==> config.mk <==
export PLATFORM = sky130hd
export DESIGN_NAME = divisor_seq
export DESIGN_NICKNAME = d
export VERILOG_FILES = /design/src/rtl/divisor_pkg.sv /design/src/rtl/divisor_step.sv /design/src/rtl/divisor_seq.sv
export SDC_FILE = /design/constraint.sdc
export NUM_CORES = 1
export LEC_CHECK = 0
export ABC_CLOCK_PERIOD_IN_PS = 2800
export CELL_PAD_IN_SITES_DETAIL_PLACEMENT = 1
export CELL_PAD_IN_SITES_GLOBAL_PLACEMENT = 1
export CORE_MARGIN = 2
export CORE_UTILIZATION = 39
export CTS_BUF_LIST = sky130_fd_sc_hd__clkbuf_4 sky130_fd_sc_hd__clkbuf_8 sky130_fd_sc_hd__clkbuf_16
export CTS_CLUSTER_SIZE = 20
export DETAILED_ROUTE_END_ITERATION = 8
export GPL_TIMING_DRIVEN = 0
export PLACE_DENSITY = 0.8
export SYNTH_ARGS = -nofsm -noshare
export SYNTH_HDL_FRONTEND = slang
export SYNTH_SLANG_ARGS = --single-unit
==> constraint.sdc <==
create_clock -name clk -period 2.8 [get_ports clk]
set_clock_uncertainty 0.2 [all_clocks]
set_input_delay 0.56 -clock clk [delete_from_list [all_inputs] [get_ports clk]]
set_output_delay 0.56 -clock clk [all_outputs]
set_load 0.005 [all_outputs]
==> src/rtl/divisor_pkg.sv <==
// Shared types and constants for the sequential restoring divider.
// Used by divisor_seq and divisor_step.
package divisor_pkg;

    localparam int DIV_N_DEFAULT = 8;

    typedef enum logic [1:0] {
        IDLE = 2'd0,
        CALC = 2'd1,
        DONE = 2'd2
    } div_state_t;

endpackage

==> src/rtl/divisor_step.sv <==
// One restoring-division iteration: shift in the next dividend bit, then
// subtract the divisor when it fits.
module divisor_step
    import divisor_pkg::*;
#(
    parameter int N = DIV_N_DEFAULT
) (
    input  logic [N:0]   rem_in,
    input  logic         msb,
    input  logic [N-1:0] b,
    output logic [N:0]   rem_out,
    output logic         q_bit
);

    logic [N+1:0] shifted;
    logic [N+1:0] b_ext;

    // The partial remainder stays below B, so the extra top bit of
    // shifted is always 0; it is kept so the compare sees every bit.
    always_comb begin
        shifted = {rem_in, msb};
        b_ext   = {2'b00, b};
        q_bit   = (shifted >= b_ext);
        rem_out = q_bit ? (N+1)'(shifted - b_ext) : shifted[N:0];
    end

endmodule

==> src/rtl/divisor_seq.sv <==
// Sequential N-bit restoring divider, one quotient bit per clock.
// Define DIVISOR_SEQ_SIGNED_EN for two's-complement operands and results.
module divisor_seq
    import divisor_pkg::*;
#(
    parameter int N = DIV_N_DEFAULT
) (
    input  logic         clk,
    input  logic         rst,
    input  logic         start,
    input  logic [N-1:0] A,
    input  logic [N-1:0] B,
    output logic         busy,
    output logic         done,
    output logic [N-1:0] Q,
    output logic [N-1:0] R,
    output logic         div_zero,
    output div_state_t   state
);

    localparam int CW = $clog2(N + 1);

    // Handshake: start is sampled only on an edge where busy=0; busy stays
    // high through CALC and DONE, and any start seen then is dropped.
    // done is a single-cycle strobe; Q/R/div_zero stay valid until the
    // next completion.

    div_state_t    state_q;
    div_state_t    state_d;
    logic [N:0]    rem_q;
    logic [N-1:0]  dvd_q;
    logic [N-1:0]  div_q;
    logic [CW-1:0] cnt_q;
    logic          last_iter;

    logic [N:0]    step_rem;
    logic          step_q;
    logic          rem_top_unused;

    logic [N-1:0]  a_mag;
    logic [N-1:0]  b_mag;
    logic [N-1:0]  q_mag;
    logic [N-1:0]  r_mag;
    logic [N-1:0]  q_fix;
    logic [N-1:0]  r_fix;

    divisor_step #(.N(N)) u_step (
        .rem_in  (rem_q),
        .msb     (dvd_q[N-1]),
        .b       (div_q),
        .rem_out (step_rem),
        .q_bit   (step_q)
    );

    assign last_iter      = (cnt_q == CW'(1));
    assign q_mag          = {dvd_q[N-2:0], step_q};
    assign r_mag          = step_rem[N-1:0];
    assign rem_top_unused = step_rem[N];

`ifdef DIVISOR_SEQ_SIGNED_EN
    logic neg_q_q;
    logic neg_r_q;

    // Magnitudes feed the unsigned core; the most-negative value maps to
    // its own bit pattern, which is the correct unsigned magnitude.
    always_comb begin
        a_mag = A[N-1] ? -A : A;
        b_mag = B[N-1] ? -B : B;
        q_fix = neg_q_q ? -q_mag : q_mag;
        r_fix = neg_r_q ? -r_mag : r_mag;
    end

    always_ff @(posedge clk) begin
        if (rst) begin
            neg_q_q <= 1'b0;
            neg_r_q <= 1'b0;
        end else if (state_q == IDLE && start) begin
            neg_q_q <= A[N-1] ^ B[N-1];
            neg_r_q <= A[N-1];
        end
    end
`else
    always_comb begin
        a_mag = A;
        b_mag = B;
        q_fix = q_mag;
        r_fix = r_mag;
    end
`endif

    always_ff @(posedge clk) begin
        if (rst) begin
            state_q <= IDLE;
        end else begin
            state_q <= state_d;
        end
    end

    always_comb begin
        state_d = state_q;
        busy    = (state_q != IDLE);
        done    = (state_q == DONE);
        state   = state_q;
        case (state_q)
            IDLE: begin
                if (start) begin
                    state_d = (B == '0) ? DONE : CALC;
                end
            end
            CALC: begin
                if (last_iter) begin
                    state_d = DONE;
                end
            end
            DONE: begin
                state_d = IDLE;
            end
            default: begin
                state_d = IDLE;
            end
        endcase
    end

    always_ff @(posedge clk) begin
        if (rst) begin
            rem_q    <= '0;
            dvd_q    <= '0;
            div_q    <= '0;
            cnt_q    <= '0;
            Q        <= '0;
            R        <= '0;
            div_zero <= 1'b0;
        end else begin
            case (state_q)
                IDLE: begin
                    if (start) begin
                        rem_q <= '0;
                        dvd_q <= a_mag;
                        div_q <= b_mag;
                        cnt_q <= CW'(N);
                        // Divide by zero skips the iterations entirely.
                        if (B == '0) begin
                            Q        <= '1;
                            R        <= A;
                            div_zero <= 1'b1;
                        end
                    end
                end
                CALC: begin
                    rem_q <= step_rem;
                    dvd_q <= q_mag;
                    cnt_q <= cnt_q - CW'(1);
                    if (last_iter) begin
                        Q        <= q_fix;
                        R        <= r_fix;
                        div_zero <= 1'b0;
                    end
                end
                default: begin
                end
            endcase
        end
    end

endmodule

# ---- Yosys cells after proc, flatten, opt, wreduce, memory -nomap -nowiden
# Index checks and enable logic that the tools add are counted.
dict set report totals {
  reg_bits 48
  in_bits 19
  output_inout_bits 21
}
dict set report classes {
  eq_ne 6
  muxes 23
  n_lt_le_gt_ge 1
  add_sub_neg 2
  n_reduce_logical 8
}
# operator count
set op_table {}
lappend op_table {{2-to-1 mux 8 bit} 7}
lappend op_table {{case mux 8 bit (2 select lines)} 3}
lappend op_table {{2-to-1 mux 9 bit} 2}
lappend op_table {{case mux 9 bit (2 select lines)} 1}
lappend op_table {{>= comparator 10 x 8 -> 1 bit} 1}
lappend op_table {{subtractor 9 x 8 -> 9 bit} 1}
lappend op_table {{logical NOT 8 bit} 1}
lappend op_table {{case mux 4 bit (2 select lines)} 1}
lappend op_table {{2-to-1 mux 2 bit} 3}
lappend op_table {{inequality test 2 bit, second input constant} 3}
lappend op_table {{AND reduction 2 bit} 3}
lappend op_table {{equality test 4 x 1 -> 1 bit, second input constant} 1}
lappend op_table {{2-to-1 mux 4 bit} 1}
lappend op_table {{case mux 2 bit (2 select lines)} 1}
lappend op_table {{AND reduction 4 bit} 1}
lappend op_table {{nonzero test 2 bit} 2}
lappend op_table {{subtractor 4 x 1 -> 4 bit, second input constant} 1}
lappend op_table {{2-to-1 mux 1 bit} 3}
lappend op_table {{equality test 2 x 1 -> 1 bit, second input constant} 1}
lappend op_table {{equality test 2 bit, second input constant} 1}
lappend op_table {{logical NOT 2 bit} 1}
lappend op_table {{case mux 1 bit (2 select lines)} 1}

# ---- Longest topological paths before layout
# Gate-level depths: netlist of the first run.
dict set report logic_depth {
  word_depth 4
  depth_mapped 11
}

# ---- Modules after synthesis
# A second synthesis of the first run with hierarchy kept.
dict set report hier_totals {
  cells_unflattened 301
  area_unflattened_um2 2443.6
}
# mod cells_per_inst seq_area_each_um2 instances area_each_um2
set modules_own_cells {}
lappend modules_own_cells {divisor_seq 226 960.9 1 1920.6}
lappend modules_own_cells {divisor_step 75 0.0 1 523.0}

# ---- Least setup slack after synthesis of the first run
# OpenSTA, ideal clock, no wires.
dict set report synth_path {
  path_type {register -> register}
  from {register dvd_q[7]}
  to {register R[0]}
  setup_ps 86
  n_path_buf 1
  arrival_ps 2080
  slack_ps 435
  synth_period_minus_slack_ps 2365
  path_stages_with_launch 12
  cell_sequence {dfxtp_1 > inv_1 > ha_1 > inv_1 > fa_1 > nand3_1 > a31oi_1 > nor4_4 > buf_6 > mux2i_1 > nand2_1 > a211oi_1}
}
dict set report synth_via {
  elab_chain_len 4
}
# item line_no
set synth_lines {}
lappend synth_lines {{start: declaration} divisor_seq.sv:31} ;# logic [N-1:0] dvd_q;
lappend synth_lines {{start signal: assignment} divisor_seq.sv:138} ;# dvd_q <= a_mag;
lappend synth_lines {{start signal: assignment} divisor_seq.sv:151} ;# dvd_q <= q_mag;
lappend synth_lines {{subtractor 9 x 8 -> 9 bit / >= comparator 10 x 8 -> 1 bit (equally long branches)} {divisor_step.sv:24, divisor_step.sv:23}}
lappend synth_lines {{2-to-1 mux 9 bit (*)} divisor_step.sv:24} ;# rem_out = q_bit ? (N+1)'(shifted - b_ext) : shifted[N:0];
lappend synth_lines {{2-to-1 mux 8 bit (*)} divisor_seq.sv:153} ;# if (last_iter) begin
lappend synth_lines {{case mux 8 bit (2 select lines) (*)} divisor_seq.sv:134} ;# case (state_q)
lappend synth_lines {{end signal: assignment} divisor_seq.sv:155} ;# R <= r_fix;
lappend synth_lines {{end: declaration} divisor_seq.sv:16} ;# output logic [N-1:0] R,
# Mark *: on every way between the ends. The rest lies on a longest branch, timed or not. The select of a mux whose other input is x is not followed.
# A chain may end at the register's enable or synchronous reset.

# ---- Final worst setup path of the first run
dict set report layout_path {
  from {register dvd_q[7]}
  to {register R[2]}
}
# The elaborated chain is that of the path after synthesis.

==> results of run 1 <==
## sequential cells by signal, indices dropped and copies added, names as in the netlist
| register | cells |
|---|---|
| dvd_q | 8 |
| div_zero | 1 |
| div_q | 8 |
| cnt_q | 4 |
| state | 2 |
| Q | 8 |
| R | 8 |
| rem_q | 9 |
## metrics by stage
step	total power (µW)	cell area (µm²)	hold slack, ps
3_3_place_gp	1690	2950	244
6_report	2220	3090	260
4_1_cts	2200	3060	263
5_1_grt	2370	3090	285
3_5_place_dp	1720	2950	249
2_1_floorplan	1440	2480	236
## placed cells by master (no fill, tap or decap), types with 2 or more instances in the layout
cell / netlist / final
a211oi_1: 8 / 7
a21o_1: 3 / 3
a21oi_1: 32 / 32
a21oi_2: 2 / 2
a311oi_1: 7 / 7
and2_1: 2 / 2
and2_2: 2 / 2
buf_2: 3 / 3
buf_6: 3 / 3
clkbuf_1: 11 / 11
clkbuf_8: 0 / 6
clkdlybuf4s50_1: 0 / 38
dfxtp_1: 48 / 48
ha_1: 10 / 9
inv_1: 15 / 15
mux2i_1: 4 / 2
mux2i_2: 0 / 2
nand2_1: 47 / 47
nand2b_1: 4 / 4
nand3_2: 1 / 2
nor2_1: 40 / 40
nor2b_1: 2 / 2
nor3_1: 15 / 15
nor4_1: 4 / 4
o211ai_1: 3 / 3
o21ai_0: 6 / 6
o21ai_1: 2 / 2
xnor2_1: 3 / 3
## layout make-up
cell class | instances | share of cell area
clock buffer | 6 | 0.0268
timing repair buffer | 39 | 0.126
inverter | 15 | 0.0182
buffer | 17 | 0.0292
clock inverter | 2 | 0.00446
sequential | 48 | 0.311
multi-input combinational | 226 | 0.453
tap | 77 | 0.0312
## repair_timing
| action | CTS | global route |
|---|---|---|
| setup buffers | 1 | 0 |
| setup endpoints to repair | 2 | 2 |
| hold endpoints to repair | 0 | 0 |
| gates resized for setup | 0 | 7 |
| pin swaps | 1 | 2 |
| hold buffers | 0 | 0 |
## path summary, 6_finish.rpt
kind,start,end
hold / removal,div_q[4],div_q[4]
setup reg to reg,dvd_q[7],R[2]
setup / recovery,dvd_q[7],R[2]
hold reg to reg,div_q[4],div_q[4]
## synthesized netlist by cell type, types with 2 or more instances
| library cell | number | area (µm²) |
|---|---|---|
| a311oi_1 | 7 | 61.3 |
| o21ai_1 | 2 | 10.0 |
| a21o_1 | 3 | 22.5 |
| and2_2 | 2 | 15.0 |
| nand3_1 | 2 | 10.0 |
| o211ai_1 | 3 | 22.5 |
| o21ai_0 | 6 | 30.0 |
| nor2_1 | 40 | 150 |
| a21oi_1 | 32 | 160 |
| xnor2_1 | 3 | 26.3 |
| nand2_1 | 47 | 176 |
| a211oi_1 | 8 | 60.1 |
| clkbuf_1 | 11 | 41.3 |
| mux2i_1 | 4 | 40.0 |
| a21oi_2 | 2 | 17.5 |
| nor3_1 | 15 | 75.1 |
| ha_1 | 10 | 125 |
| nor2b_1 | 2 | 12.5 |
| nand2b_1 | 4 | 25.0 |
| buf_2 | 3 | 15.0 |
| nor4_1 | 4 | 25.0 |
| buf_6 | 3 | 33.8 |
| inv_1 | 15 | 56.3 |
| and2_1 | 2 | 12.5 |
| dfxtp_1 | 48 | 961 |
## power groups by stage
stage / Clock (µW) / Sequential (µW) / Combinational [µW]
5_1_grt: 491 / 840 / 1040
6_report: 453 / 829 / 940
4_1_cts: 465 / 829 / 901
3_3_place_gp: 0 / 839 / 850
2_1_floorplan: 0 / 830 / 607
3_5_place_dp: 0 / 844 / 874
## cell families after synthesis
kind of cell               after synthesis
buffers and inverters                   32
and+or+nand+nor                        129
AOI/OAI and AO/OA                       78
DFF                                     48
xor gates and xnor gates                 4
adders and majority gates               11
muxes                                    4
## metal layers
metal	wire [µm]	part of all wire
met5	0	0
met4	105	0.014
met2	3640	0.50
met3	300	0.041
met1	3270	0.45
## critical path: stages, from the launching register on
cell and delay, ps:
dfxtp_1 330, inv_1 90, ha_2 180, inv_1 60, fa_2 380, nand3_2 100, a31oi_2 120, nor4_4 350
buf_4 210, or2b_1 240, o211ai_1 140, a311oi_1 130
==> impl_metrics.csv, run 1 <==
group,metric,value,unit
outcome,status,"completed",
clocking,clk_pin_slew,100,ps
route,wl_per_cell,17.0,µm
synth,synth_cells,306,
route,dr.pass1.iters,4,
pwr,power_frac_seq,0.373,
route,drc,0,
timing,worst_pin_slew,575,ps
floorplan,ios,40,
setup_path,reg2reg_depth,11,
place,place_congestion,0.795,
timing,finalMaxSlewViolations,0,
setup_path,startpoint_type,"flop",
clocking,htreeDepth,2,
timing,hold_viol,0,
pwr,power_density,720,nW/µm²
synth,ys_seq_area_frac,0.388,
synth,synth_xor_area_frac,0.0141,
global_route,grt_pass1_wl,12.4,mm
setup_path,endpoint_kind,"flop",
place,pre_cts_ws,-173,ps
finish,area_delta_synth_final,24.6,%
finish,layout.nets,382,
route,via_count,2370,
place,place_hpwl,5.37,mm
timing,fin_setup_tns,0,ps
setup_path,crit_required,2770,ps
clocking,cts_buffers,5,
synth,ys_async_sr_fraction,0,
setup_path,worstPathMaxFanout,5,
synth,synth_fa_ha_area_frac,0.0586,
hold_path,whs_path_depth,2,
floorplan,die_area,7010,µm²
pwr,sw_frac_of_total,0.376,
clocking,clock-sinks,48,
hold_path,worstHoldPathType,"flop to flop",
finish,drive_above_1_share,0.105,
floorplan,initial_utilization,0.397,
global_route,gr-usage-met2,0.381,
global_route,grt_usage,0.219,
synth,synth_edf_count,0,
floorplan,rows,29,
global_route,grt_overflow_total,0,
timing,fmax,0.373,GHz
pwr,p_int,1390,µW
global_route,antenna_found_initial,0,
synth,avgSynthCellArea,8.10,µm²
place,numPortBuffers,38,
synth,ys_warn_count,0,
clocking,tritoncts,"built",
pwr,peakVddDrop,0.313,mV
floorplan,core,6240,µm²
global_route,grt_max_degree,16,
setup_path,worstSetupPathType,"flop to flop",
synth,synth_top_family_by_area,"simple AND/OR/NAND/NOR gates",
clocking,root_buffer,"clkbuf_8",
route,ant_nets,0,
pwr,leakage,0.00114,µW
synth,synthMuxAreaShare,0.0162,
global_route,first_global_vias,2511,
setup_path,arrival,2650,ps
timing,slew_headroom,0.615,
synth,synth_seq_cells,48,
timing,setup_viol,0,
finish,final_util,0.495,
finish,final-seq-area,961,µm²
timing,rsz0062_at_grt,"no",
floorplan,die_x,83.7,µm
timing,layout_setup_ws,121,ps
route,drtIter0Drc,108,
global_route,busiest_layer,"met2",
finish,multiInputGateArea,1400,µm²
global_route,grt_use_met3,0.0366,
clocking,clk_latency,310,ps
synth,synth_fp_nets,336,
finish,layoutNonFillerInstCount,430,
floorplan,die_h,83.7,µm
timing,post-route-period-util,0.957,
finish,n_antenna_cell,0,
pwr,pwr-share-clk,0.204,
synth,synth.distinct_cells,53,
timing,min_period,2680,ps
setup_path,r2r_setup_slack,120,ps
clocking,cts.path.max_buffers,2,
route,totalWireLength,7.31,mm
synth,synthFlopType,"dfxtp_1",
synth,synth-compound-area-share,0.219,
job,maxCapViolations,0,
synth,synth_simple_gate_area_frac,0.245,
global_route,use_met1,0.281,
pwr,p_sw,836,µW
finish,final.fill_count,773,
place,place_inst,421,
route,viasPerCell,5.51,
pwr,pwr-share-comb,0.423,
synth,synth_area,2480,µm²
(Power assumes the default switching activity.)
==> run 2, diff against run 1 <==
- CTS_CLUSTER_DIAMETER: unset -> 60
==> results of run 2 <==
Same layout as run 1: the final DEF is identical, and so are final timing and power.
==> run 3, diff against run 2 <==
- SLEW_MARGIN: unset -> 30
==> results of run 3 <==
Same layout as run 1: the final DEF is identical, and so are final timing and power.
==> RTL change 1: new RTL, flow settings as in run 2 <==
Put one more register stage on the output `R`, cleared by the reset. The value now appears one clock later. The other outputs are not delayed to match. Comments in the files are not updated.
--- a/src/rtl/divisor_seq.sv
+++ b/src/rtl/divisor_seq.sv
@@ -21,2 +21,4 @@
     localparam int CW = $clog2(N + 1);
+
+    logic [N-1:0] R_s0;
 
@@ -130,3 +132,3 @@
             Q        <= '0;
-            R        <= '0;
+            R_s0     <= '0;
             div_zero <= 1'b0;
@@ -143,3 +145,3 @@
                             Q        <= '1;
-                            R        <= A;
+                            R_s0     <= A;
                             div_zero <= 1'b1;
@@ -154,3 +156,3 @@
                         Q        <= q_fix;
-                        R        <= r_fix;
+                        R_s0     <= r_fix;
                         div_zero <= 1'b0;
@@ -164,2 +166,10 @@
 
+    always_ff @(posedge clk) begin
+        if (rst) begin
+            R <= '0;
+        end else begin
+            R <= R_s0;
+        end
+    end
+
 endmodule
Check against the original RTL: not equivalent (Yosys sat finds a counterexample within 4 cycles, from zero or initial values and one cycle with rst high).
==> RTL change 1 against run 2 <==
Synthesized area grew 4.4%. Largest cell class unchanged. Combinational power shrank 24%. Routed wire length grew 2.1%. Sequential power grew 7.4%. Highest routed layer unchanged. Power shrank 3.2%. Worst setup slack gained 0.013 ns. Sequential cell count grew 8. Critical path type unchanged. Cell area grew 4.8%. Worst hold slack is essentially flat.
==> RTL change 1: results (changes against run 2) <==
[run_status]
status=complete, no violations  ; unchanged

[worst_setup_path]
cpPeakStageDelay_ns=0.41  ; was 0.38 ns
cp_top_family=adder cells  ; was simple AND/OR/NAND/NOR gates
cp.arrival_ns=2.71  ; was 2.65 ns
regToRegEndpoint=R_s0[0]$_SDFFE_PP0P_  ; was R[2]$_SDFFE_PP0P_
cpMaxStageDelayCell=fa_1  ; was fa_2

[routing]
route.met3.wl_um=255  ; was 300 um
wl_met1_um=3620  ; was 3270 um
drt-vias-per-instance=5.44  ; was 5.51
drt-initial-drc-count=105  ; was 108
dr_wl_met2_um=3500  ; was 3640 um
routed_wl_um=7460  ; was 7310 um
drt_pass1_iterations=6  ; was 4
wire_per_inst_um=16.8  ; was 17.0 um

[placed_design]
pre_cts_ws_ns=-0.200  ; was -0.173 ns
place_area_um2=3070  ; was 2950 um2
dp.cells=434  ; was 421
hpwlAfterDp_um=5550  ; was 5370 um
io_buffers=39  ; was 38
place_congestion=0.822  ; was 0.795

[clocking]
clk_pin_slew_worst_paths_ns=0.11
clock_latency_ns=0.33  ; was 0.31 ns

[final_layout]
nets=396  ; was 382
antennaDiodeCount=0  ; unchanged
drive_gt1_share_pct=6.27  ; was 10.5%

[grt]
met1_usage_pct=28.8  ; was 28.1%
use_met3_pct=4.57  ; was 3.66%
grt_pass1_vias=2517  ; was 2,511
grt_use_total_pct=21.8  ; was 21.9%
grtUsageMet2_pct=36.1  ; was 38.1%
grt_max_degree=18  ; was 16

[synthesis]
netlist_instances=318  ; was 306
ys_top_cells_by_count=59 x nand2_1, 56 x dfxtp_1, 37 x nor2_1, 18 x a21oi_1, 16 x o21ai_0  ; was 48 x dfxtp_1, 47 x nand2_1, 40 x nor2_1, 32 x a21oi_1
synth.distinct_cells=40  ; was 53
synthTopCellsByArea=dfxtp_1 43%, nand2_1 8.6%, nor2_1 5.4%  ; was dfxtp_1 39%, nand2_1 7.1%, a21oi_1 6.5%
syn_nets=348  ; was 336
yosysSeqAreaShare_pct=43.3  ; was 38.8%

[sta]
period_needed_ns=2.67  ; was 2.68 ns
whs_ns=0.260  ; about the same
worst_pin_slew_ns=1.01  ; was 0.575 ns

[pwr]
vdd_drop_max_mv=0.327  ; was 0.313 mV
pwr-share-comb_pct=33.1  ; was 42.3%
swShare_pct=33.6  ; was 37.6%
internal_power_w=0.00143  ; was 0.00139 W

[min_path]
holdPathStages=2  ; unchanged

RTL change 1: timing repair:
item                                    CTS  global route
cloned                                    0             0
hold endpoints to repair                  0             0
endpoints found under the setup margin    6            14
gates resized for setup                   0             6
pin swaps                                 1             1
setup buffers                             2             0
RTL change 1: cell type report:
type / instances / area [um2]
Buffer: 19 / 87.6
Clock buffer: 5 / 68.8
Clock inverter: 3 / 42.5
Fill cell: 765 / 3150
Inverter: 14 / 52.6
Multi-Input combinational cell: 229 / 1360
Sequential cell: 56 / 1120
Tap cell: 77 / 96.3
Timing Repair Buffer: 41 / 405
RTL change 1: cells by family after synthesis:
logic type | after synthesis | share of synthesized area [%]
AOI/OAI and AO/OA | 75 | 19.3
muxes | 5 | 1.93
and+or+nand+nor | 136 | 23.7
adders and majority gates | 11 | 5.61
buffers and inverters | 33 | 5.42
xor gates and xnor gates | 2 | 0.677
DFF | 56 | 43.3
==> RTL change 2: new RTL, settings of run 2 <==
Without the edit above. The option `DIVISOR_SEQ_SIGNED_EN` is turned on by a define.
--- a/src/rtl/divisor_seq.sv
+++ b/src/rtl/divisor_seq.sv
@@ -2,2 +2,4 @@
 // Define DIVISOR_SEQ_SIGNED_EN for two's-complement operands and results.
+`define DIVISOR_SEQ_SIGNED_EN
+
 module divisor_seq
Behaviour: not the same (Yosys sat finds a counterexample within 10 cycles, from zero or initial values and one cycle with rst high).
==> RTL change 2 against run 2 <==
Fmax shrank 21%. Synthesized cell count grew 30%. Sequential cell count grew 2. Power grew 54%. Synthesized area grew 27%. Cell area grew 38%. The flow now finishes with violations (negative setup slack). Worst setup slack lost 0.72 ns. Routed wire length grew 51%.
==> RTL change 2: results (changes against run 2) <==
[routing]
dr_wl_met2_um=5520  ; was 3640 um
routed_wl_um=11100  ; was 7310 um
route.met3.wl_um=538  ; was 300 um

[worst_setup_path]
cp_top_family=compound AO/OA/AOI/OAI gates  ; was simple AND/OR/NAND/NOR gates
cpMaxStageDelayCell=dfxtp_4  ; was fa_2
worstPathMaxFanout=3  ; was 5

[synthesis]
synthAdderAreaFrac_pct=6.19  ; was 5.86%
synthTopCellsByArea=dfxtp_1 32%, nor2_1 7.7%, ha_1 5.6%  ; was dfxtp_1 39%, nand2_1 7.1%, a21oi_1 6.5%
muxShareOfSynthArea_pct=3.69  ; was 1.62%
netlist_instances=399  ; was 306
synth_compound_area_share_pct=22.2  ; was 21.9%

[pwr]
power_frac_seq_pct=25.0  ; was 37.3%
swShare_pct=41.7  ; was 37.6%

[sta]
layout_setup_ws_ns=-0.602  ; was 0.121 ns
fin_tns_setup_ns=-2.29  ; was 0 ns
setup_viol=9  ; was 0
relSlewSlack_pct=41.8  ; was 61.5%

[run_status]
violations=negative setup slack
status=complete, but fails checks  ; was complete, no violations

[grt]
grt_max_degree=15  ; was 16
grt_use_total_pct=24.4  ; was 21.9%
grt_first_pass_wirelength_um=16800  ; was 12,400 um

[final_layout]
instances_no_fill=568  ; was 430
drive_gt1_share_pct=19.7  ; was 10.5%

[placed_design]
place_area_um2=3700  ; was 2950 um2
pre_cts_ws_ns=-1.02  ; was -0.173 ns

RTL change 2: cell count changes after synthesis, sizes merged, moves of 7 or more:
cell	change
nor2	+25
nand2	-16
a21oi	-14
xor2	+11
xnor2	+10
a211oi	+9
clkbuf	+7
inv	+7
or3	+7
RTL change 2: cells by family (layout without fill, tap and decap cells):
group	Yosys count	after routing
AND/OR/NAND/NOR	157	157
AO/OA/AOI/OAI	96	96
flip-flops	50	50
buffers and inverters	46	113
XOR/XNOR	25	25
adder cells (fa/ha/maj)	15	15
multiplexers	10	10
RTL change 2: timing repair:
item / 4_1_cts / 5_1_grt
pin swaps: 13 / 20
hold buffers: 0 / 0
hold endpoints to repair: 0 / 0
setup buffers: 12 / 12
setup endpoints to repair: 13 / 17
resized for setup: 30 / 30
RTL change 2: layout make-up:
| type | count | area, um2 |
|---|---|---|
| inverter | 22 | 87.6 |
| buffer | 24 | 115 |
| timing repair buffer | 59 | 561 |
| tap | 102 | 128 |
| sequential | 50 | 1010 |
| clock inverter | 1 | 5.00 |
| multi-input combinational | 303 | 2260 |
| clock buffer | 7 | 90.1 |
| fill | 929 | 3510 |
RTL change 2: worst paths after layout:
kind                              start                     to  slack, ns  cells after the start
setup / recovery  dvd_q[7]$_SDFFE_PP0P_      R[4]$_SDFFE_PP0P_      -0.60                     17
hold reg to reg   div_q[7]$_SDFFE_PP0P_  div_q[7]$_SDFFE_PP0P_       0.27                      2
hold / removal    div_q[7]$_SDFFE_PP0P_  div_q[7]$_SDFFE_PP0P_       0.27                      2
setup reg to reg  dvd_q[7]$_SDFFE_PP0P_      R[4]$_SDFFE_PP0P_      -0.60                     17
